## src/rtl/regfile_port_sequencer.sv

```systemverilog
// Initiator-side sequencer for a 32x64 register file with an always-writing write port.
// Optional commit counters are compiled in when REGFILE_SEQ_PERF_EN is defined.
//
// state | meaning
// IDLE  | parked, accepting a write (priority) or a read-pair request
// WRITE | write select/data driven; the register file commits at the closing edge
// READ  | read selects stable; outputs captured at the closing edge
// RESP  | response held until consumed
module regfile_port_sequencer (
   input  logic        clock,
   input  logic        reset,
   input  logic        wr_valid,
   output logic        wr_ready,
   input  logic [4:0]  wr_addr,
   input  logic [63:0] wr_data,
   input  logic        rd_valid,
   output logic        rd_ready,
   input  logic [4:0]  rd_addr_a,
   input  logic [4:0]  rd_addr_b,
   output logic        rsp_valid,
   input  logic        rsp_ready,
   output logic [63:0] rsp_data_a,
   output logic [63:0] rsp_data_b,
   output logic [63:0] rf_data_in,
   output logic [4:0]  rf_wsel,
   output logic [4:0]  rf_rsel_a,
   output logic [4:0]  rf_rsel_b,
   input  logic [63:0] rf_out_a,
   input  logic [63:0] rf_out_b,
   output logic [15:0] wr_count,
   output logic [15:0] rd_count
);

   localparam logic [4:0] PARK_REG = 5'd31;

   localparam logic [1:0] IDLE  = 2'd0;
   localparam logic [1:0] WRITE = 2'd1;
   localparam logic [1:0] READ  = 2'd2;
   localparam logic [1:0] RESP  = 2'd3;

   logic [1:0] state;

   assign wr_ready = (state == IDLE);
   assign rd_ready = (state == IDLE) && !wr_valid;

   // Async reset parks the write port at once, so an uncommitted write is lost.
   always_ff @(posedge clock or posedge reset) begin
      if (reset) begin
         state      <= IDLE;
         rf_wsel    <= PARK_REG;
         rf_data_in <= '0;
         rf_rsel_a  <= '0;
         rf_rsel_b  <= '0;
         rsp_valid  <= 1'b0;
         rsp_data_a <= '0;
         rsp_data_b <= '0;
      end else begin
         case (state)
            IDLE: begin
               if (wr_valid) begin
                  rf_wsel    <= wr_addr;
                  rf_data_in <= wr_data;
                  state      <= WRITE;
               end else if (rd_valid) begin
                  rf_rsel_a <= rd_addr_a;
                  rf_rsel_b <= rd_addr_b;
                  state     <= READ;
               end
            end
            WRITE: begin
               rf_wsel    <= PARK_REG;
               rf_data_in <= '0;
               state      <= IDLE;
            end
            READ: begin
               // The sink register is written every idle cycle; never expose its contents.
               rsp_data_a <= (rf_rsel_a == PARK_REG) ? 64'd0 : rf_out_a;
               rsp_data_b <= (rf_rsel_b == PARK_REG) ? 64'd0 : rf_out_b;
               rsp_valid  <= 1'b1;
               state      <= RESP;
            end
            RESP: begin
               if (rsp_ready) begin
                  rsp_valid <= 1'b0;
                  state     <= IDLE;
               end
            end
            default: state <= IDLE;
         endcase
      end
   end

`ifdef REGFILE_SEQ_PERF_EN
   logic [15:0] wrCountQ;
   logic [15:0] rdCountQ;

   always_ff @(posedge clock or posedge reset) begin
      if (reset) begin
         wrCountQ <= '0;
         rdCountQ <= '0;
      end else begin
         if (state == WRITE) wrCountQ <= wrCountQ + 16'd1;
         if ((state == RESP) && rsp_ready) rdCountQ <= rdCountQ + 16'd1;
      end
   end

   assign wr_count = wrCountQ;
   assign rd_count = rdCountQ;
`else
   assign wr_count = 16'd0;
   assign rd_count = 16'd0;
`endif

endmodule

```

## config.mk

```make
export PLATFORM = sky130hd
export DESIGN_NAME = regfile_port_sequencer
export DESIGN_NICKNAME = d
export VERILOG_FILES = /design/src/rtl/regfile_port_sequencer.sv
export SDC_FILE = /design/constraint.sdc
export NUM_CORES = 1
export LEC_CHECK = 0
export ABC_CLOCK_PERIOD_IN_PS = 10170
export CORE_ASPECT_RATIO = 0.8
export CORE_MARGIN = 1.5
export CORE_UTILIZATION = 25
export CTS_CLUSTER_SIZE = 10
export DETAILED_ROUTE_END_ITERATION = 8
export PLACE_DENSITY_LB_ADDON = 0.3
export SLEW_MARGIN = 20
export SYNTH_ARGS = -nofsm -noshare
export SYNTH_HDL_FRONTEND = slang
export SYNTH_SLANG_ARGS = --single-unit
export TNS_END_PERCENT = 20
```

## constraint.sdc

```tcl
create_clock -name clock -period 10.17 [get_ports clock]
set_clock_uncertainty 0.15 [all_clocks]
set_input_delay 2.034 -clock clock [delete_from_list [all_inputs] [get_ports clock]]
set_output_delay 2.034 -clock clock [all_outputs]
set_load 0.1 [all_outputs]
```

==> metrics.txt <==
run status completed; Largest delay share family, worst path buffers and inverters; Max-slew headroom 29.2%; detailed-router iteration count before antenna repair 7; FF-to-FF Start state[1]$_DFFE_PP0P_; most used cell, CP clkdlybuf4s50_1; final RePlAce weighted congestion 0.772; critical path depth in cells 3; Post-CTS Setup Bufs 0; Worst Setup SP wr_valid; CP Cell Sequence clkdlybuf4s50_1 -> nor3_1 -> clkdlybuf4s50_1; Vias/cell 4.25; FF-to-FF End rf_data_in[55]$_DFFE_PP0P_; Final Max Slew Viols 0; Seq cells post-synth 210; endpoints failing setup 0; All-Layer GR Usage 15.4%; Seq/Total Area, Yosys 60.8%; Worst Hold Class reg2reg; FILL cells 3369; initial antenna violation count 0; CTS root buffer clkbuf_16; TNS Setup 0 ps; crit path kind in2out; WL final 28400 µm; layout cell share with drive strength beyond 1 4.28%; CTS tree yes; starting density of the core 25.6%; WHS 341 ps; Post-Syn Area 0.00865 mm²; reg2reg path depth 3; Non-Filler Instances 1796; WP data required 7990 ps; DRC Markers 0; Setup crit end kind primary output; Final Hold Fails 0; yosys warns 0; Clock Sinks 210; count of cell types in the netlist 25; syn_area_per_cell 9.30 µm²; clock-pin slew on the worst setup and hold paths 60 ps; post-synth top area share 59.3%; Post-Place Cells 1758; vias in the first global route 7441; final clock period utilization by the worst path 61.1%; final instance area 0.0137 mm²; core area 0.0339 mm²; Slowest cell on crit path clkdlybuf4s50_1; Worst Path Arrival 4030 ps; die height 169 µm; vias 7631; first-pass GRT wire length 43500 µm; H-Tree Depth 1; most area-consuming cells after synthesis dfrtp_1, nand2_1, a21oi_1, o21ai_0, buf_4; # IOs 454; die width 211 µm; remaining antenna violation count after routing 0; RSZ-0062 raised after global routing false; Iteration-0 DRC Markers 365; die footprint 0.0357 mm²; GR Overflow Total 0; largest net degree at the start of global routing 111; CTS Buffer Depth 3; clock latency on the worst-skew pair 520 ps; end of the critical path rd_ready; CTS resizes 0; largest stage delay on the critical path 1190 ps; wire length per cell 15.8 µm; Peak Freq 0.161 GHz; max_cap viols 0; antenna cell count 0; actual slew at the worst max-slew pin 1060 ps; area delta synth->final 58.2%; hold_buf cts 0; CTS buffer count 25; Yosys top cell by area dfrtp_1; Placed Area 0.0130 mm²; min-delay src rsp_valid$_DFFE_PP0P_; CP Buf/Inv Count 2; element type at the critical path start input pin; Port Buffer Count 421; # rows 60; Syn Inst Count 930; fin nets 1532; r2r setup slk 7260 ps; min Tclk post-route 6210 ps; detailed placement HPWL 19400 µm; Crit Path Max Fanout 6
## final cells by class
cell class	instances	area (µm²)	area share, %
flip-flops and latches	210	5260	38.4
repair buffers	429	4270	31.2
multi-input cells	652	2870	21.0
clock buffers	37	681	4.97
well taps	465	582	4.25
inverters	2	15.0	0.110
clock inverters	1	5.00	0.0366
## worst reg2reg max path: stages (launching register included)
cell and delay (ps):
dfrtp_1 550, nor3b_2 870, buf_4 850, o21ai_0 330
## synth_stat cells, drive strengths merged
cell type and instances:
dfrtp 205, o21ai 65, nor3b 1, buf 84
mux2 10, o21bai 4, nor2b 1, inv 2
a21oi 128, nand2b 4, clkbuf 13, o31a 4
nor2 2, nand3 2, and2 1, dfstp 5
nand2 391, nor3 6, conb 1, and2b 1
## per-stage QoR
step	setup slack (ps)	utilization (%)
floorplan	2260	-
global placement	3980	38.4
detailed placement	3960	38.4
CTS	3950	40.4
global route	3850	40.4
finish	3960	40.4
## registers in the layout (all words and copies together), names as in the netlist
signal	cells
rsp_data_a	64
rf_wsel	5
rsp_data_b	64
rf_data_in	64
rf_rsel_b	5
rf_rsel_a	5
rsp_valid	1
state	2
## placed cells by master (no fill, tap or decap)
master           count
conb_1              32
o21bai_1             4
nand2b_2             1
nand2b_4             1
dfrtp_1            205
clkbuf_16           25
clkbuf_1            11
inv_1                1
clkbuf_8             1
inv_8                1
clkdlybuf4s50_1    421
nor2b_1              1
a21oi_1            128
o21ai_0             59
nor3_4               2
and2_1               1
nand2_1            391
o31a_1               4
buf_4                8
nor3b_2              1
mux2_2              10
nor2_1               2
dfstp_2              5
o21ai_1              6
nand2b_1             2
nand3_1              2
clkinv_2             1
and2b_4              1
nor3_1               4
## cell families after synthesis
family,count (synthesis),share of synthesized area [%]
DFF,210,60.8
AOI/OAI and AO/OA,201,11.9
buffers and inverters,99,7.54
muxes,10,1.30
other,1,0.0433
and+or+nand+nor,409,18.4
## worst min-delay path by stage
stage | endpoint | depth (start not counted)
finish | rsp_valid$_DFFE_PP0P_ | 2
global route | rsp_valid$_DFFE_PP0P_ | 2
CTS | rsp_valid$_DFFE_PP0P_ | 2
detailed placement | rsp_valid$_DFFE_PP0P_ | 2
global placement | rsp_valid$_DFFE_PP0P_ | 2
floorplan | state[1]$_DFFE_PP0P_ | 3
## metal layers
| layer | track usage (%) | vias up | share of wire, % |
|---|---|---|---|
| met2 | 24.7 | 254 | 46 |
| li1 | - | 3695 | - |
| met1 | 19.9 | 3645 | 43 |
| met4 | 3.73 | 0 | 2.2 |
| met5 | 0 | - | 0 |
| met3 | 5.20 | 37 | 8.1 |
Power is left out: the tool's default activity adds up to more than one toggle a clock period on the data nets, which glitch-free logic cannot reach.
==> variant (same settings) <==
Build with the macro `REGFILE_SEQ_PERF_EN` defined.
--- a/src/rtl/regfile_port_sequencer.sv
+++ b/src/rtl/regfile_port_sequencer.sv
@@ -8,2 +8,4 @@
 // RESP  | response held until consumed
+`define REGFILE_SEQ_PERF_EN
+
 module regfile_port_sequencer (
Formal check against the unedited RTL: not equivalent (a bounded check fails within 4 cycles, from zero or initial values and one cycle with reset high).
==> variant against the unedited design <==
  * Wire length is 5.0% higher
  * First-iteration DRC count is 21% lower
  * Sequential cell count is 32 higher
  * Final area is 9.7% higher
  * Worst setup slack better by 170 ps
  * Critical path depth stayed put
  * Synthesized area is 6.7% higher
  * Critical path type unchanged
  * Critical endpoint unchanged
Power is not shown: default switching activity piles up to over one toggle a cycle in this logic, so the estimate is an artifact.
==> variant: results (changes against the unedited design) <==
SETUP.REG_TO_REG.WORST_SLACK_PS=7570  # +310 ps
IO_BUFFERS=453  # +7.6%
TIMING.SLEW.HEADROOM_PCT=27.6  # -1.7 points
DRIVE_GT1_SHARE_PCT=5.99  # +1.7 points
SYNTH_TOP_CELLS_BY_AREA='dfrtp_1, a22o_1, nand2_1'
CTS_ROOT_BUF='clkbuf_16'
WL_MET3_UM=2250  # -1.9%
GRT_USE_MET2_PCT=25.4  # +0.74 points
DRT_PASS1_ITERATIONS=4  # -3
HOLD_START='wr_count[15]'
ALL_LAYER_GLOBAL_ROUTING_USAGE_PCT=15.1  # -0.24 points
SYNTH-COMPOUND-AREA-SHARE_PCT=12.7  # +0.75 points
MET1_LENGTH_UM=12300  # -0.16%
GRT_UTIL_MET1_PCT=19.0  # -0.87 points
CRITICAL_PATH_PEAK_FANOUT=3  # -3
CP_SLOWEST_STAGE_DELAY_PS=1180
GRT_USE_MET3_PCT=4.32  # -0.88 points
DESIGN.FINAL.NETS=1400  # -8.6%
CRITICAL_PATH.REG2REG.STARTPOINT='state[0]'
CTS_INSERTED_BUFFERS=29  # +16%
CRITICAL_PATH.STARTPOINT='wr_valid'
SYNTHADDERAREAFRAC_PCT=0.271  # +0.27 points
OUTCOME='finished, final reports clean'
DP.FINAL_HPWL_UM=20500  # +5.4%
WORST_HOLD_PATH.NUM_CELLS=1  # -1
REGTOREGENDPOINT='rsp_data_b[22]'
CRIT_ARRIVAL_PS=3860  # -170 ps
YOSYS-MUX-AREA-FRACTION_PCT=1.22  # -0.081 points
GP_CONGESTION=0.765  # -0.89%
DR.FIRST_ITER.DRC_COUNT=290  # -21%
SYNTHDISTINCTLIBCELLS=31  # +24%
SYNTHESIS.YOSYS.WARNINGS=0  # unchanged
DR_TOTAL_VIAS=7483  # -1.9%
FIRST_GLOBAL_VIAS=7755  # +4.2%
SYNTH-SEQ-AREA-SHARE_PCT=65.7  # +4.9 points
GRT_PASS1_WL_UM=45700  # +5.1%
GRT_MAX_DEGREE=130  # +17%
MIN_DELAY_WORST_ENDPOINT='wr_count[15]'
DETAILROUTE.WIRELENGTH.MET2_UM=14600  # +11%
ANTENNA_FOUND_INITIAL=2  # +2
POST_SYNTH_MOST_FREQUENT_CELLS='dfrtp_1, nand2_1, a22o_1, nand3_1, xnor2_1'
SYNTHXORXNORAREAFRAC_PCT=2.85  # +2.8 points
INSERTION_DELAY_PS=550  # +30 ps
TOTALWIRELENGTH_UM=29900  # +5.0%
ROUTE.TOP_LAYER_USED='met5'
-- variant: cell families after synthesis --
kind of cell	Yosys count
and+or+nand+nor	276
DFF	242
AOI/OAI and AO/OA	131
buffers and inverters	56
xor gates and xnor gates	30
muxes	10
adders and majority gates	2
-- variant: stage by stage --
| step | std cells | setup WS, ps | cell area [um2] | utilization (%) | hold WS [ps] |
|---|---|---|---|---|---|
| after global routing | 1684 | 4040 | 15000 | 41.5 | 327 |
| after detailed placement | 1635 | 4140 | 14100 | 39.1 | 316 |
| after floorplan | 747 | 1350 | 9230 | - | 434 |
| after global placement | 1635 | 4090 | 14100 | 39.1 | 311 |
| final | 1684 | 4130 | 15000 | 41.5 | 321 |
| after CTS | 1683 | 4130 | 15000 | 41.5 | 325 |
-- variant: final cells by class --
class	instances	area (um2)
clock buffers	45	816
multi-input cells	449	2840
inverters	4	22.5
well taps	480	601
repair buffers	460	4600
flip-flops and latches	242	6060
clock inverters	3	68.8
diodes	1	2.50
fillers	3455	21100
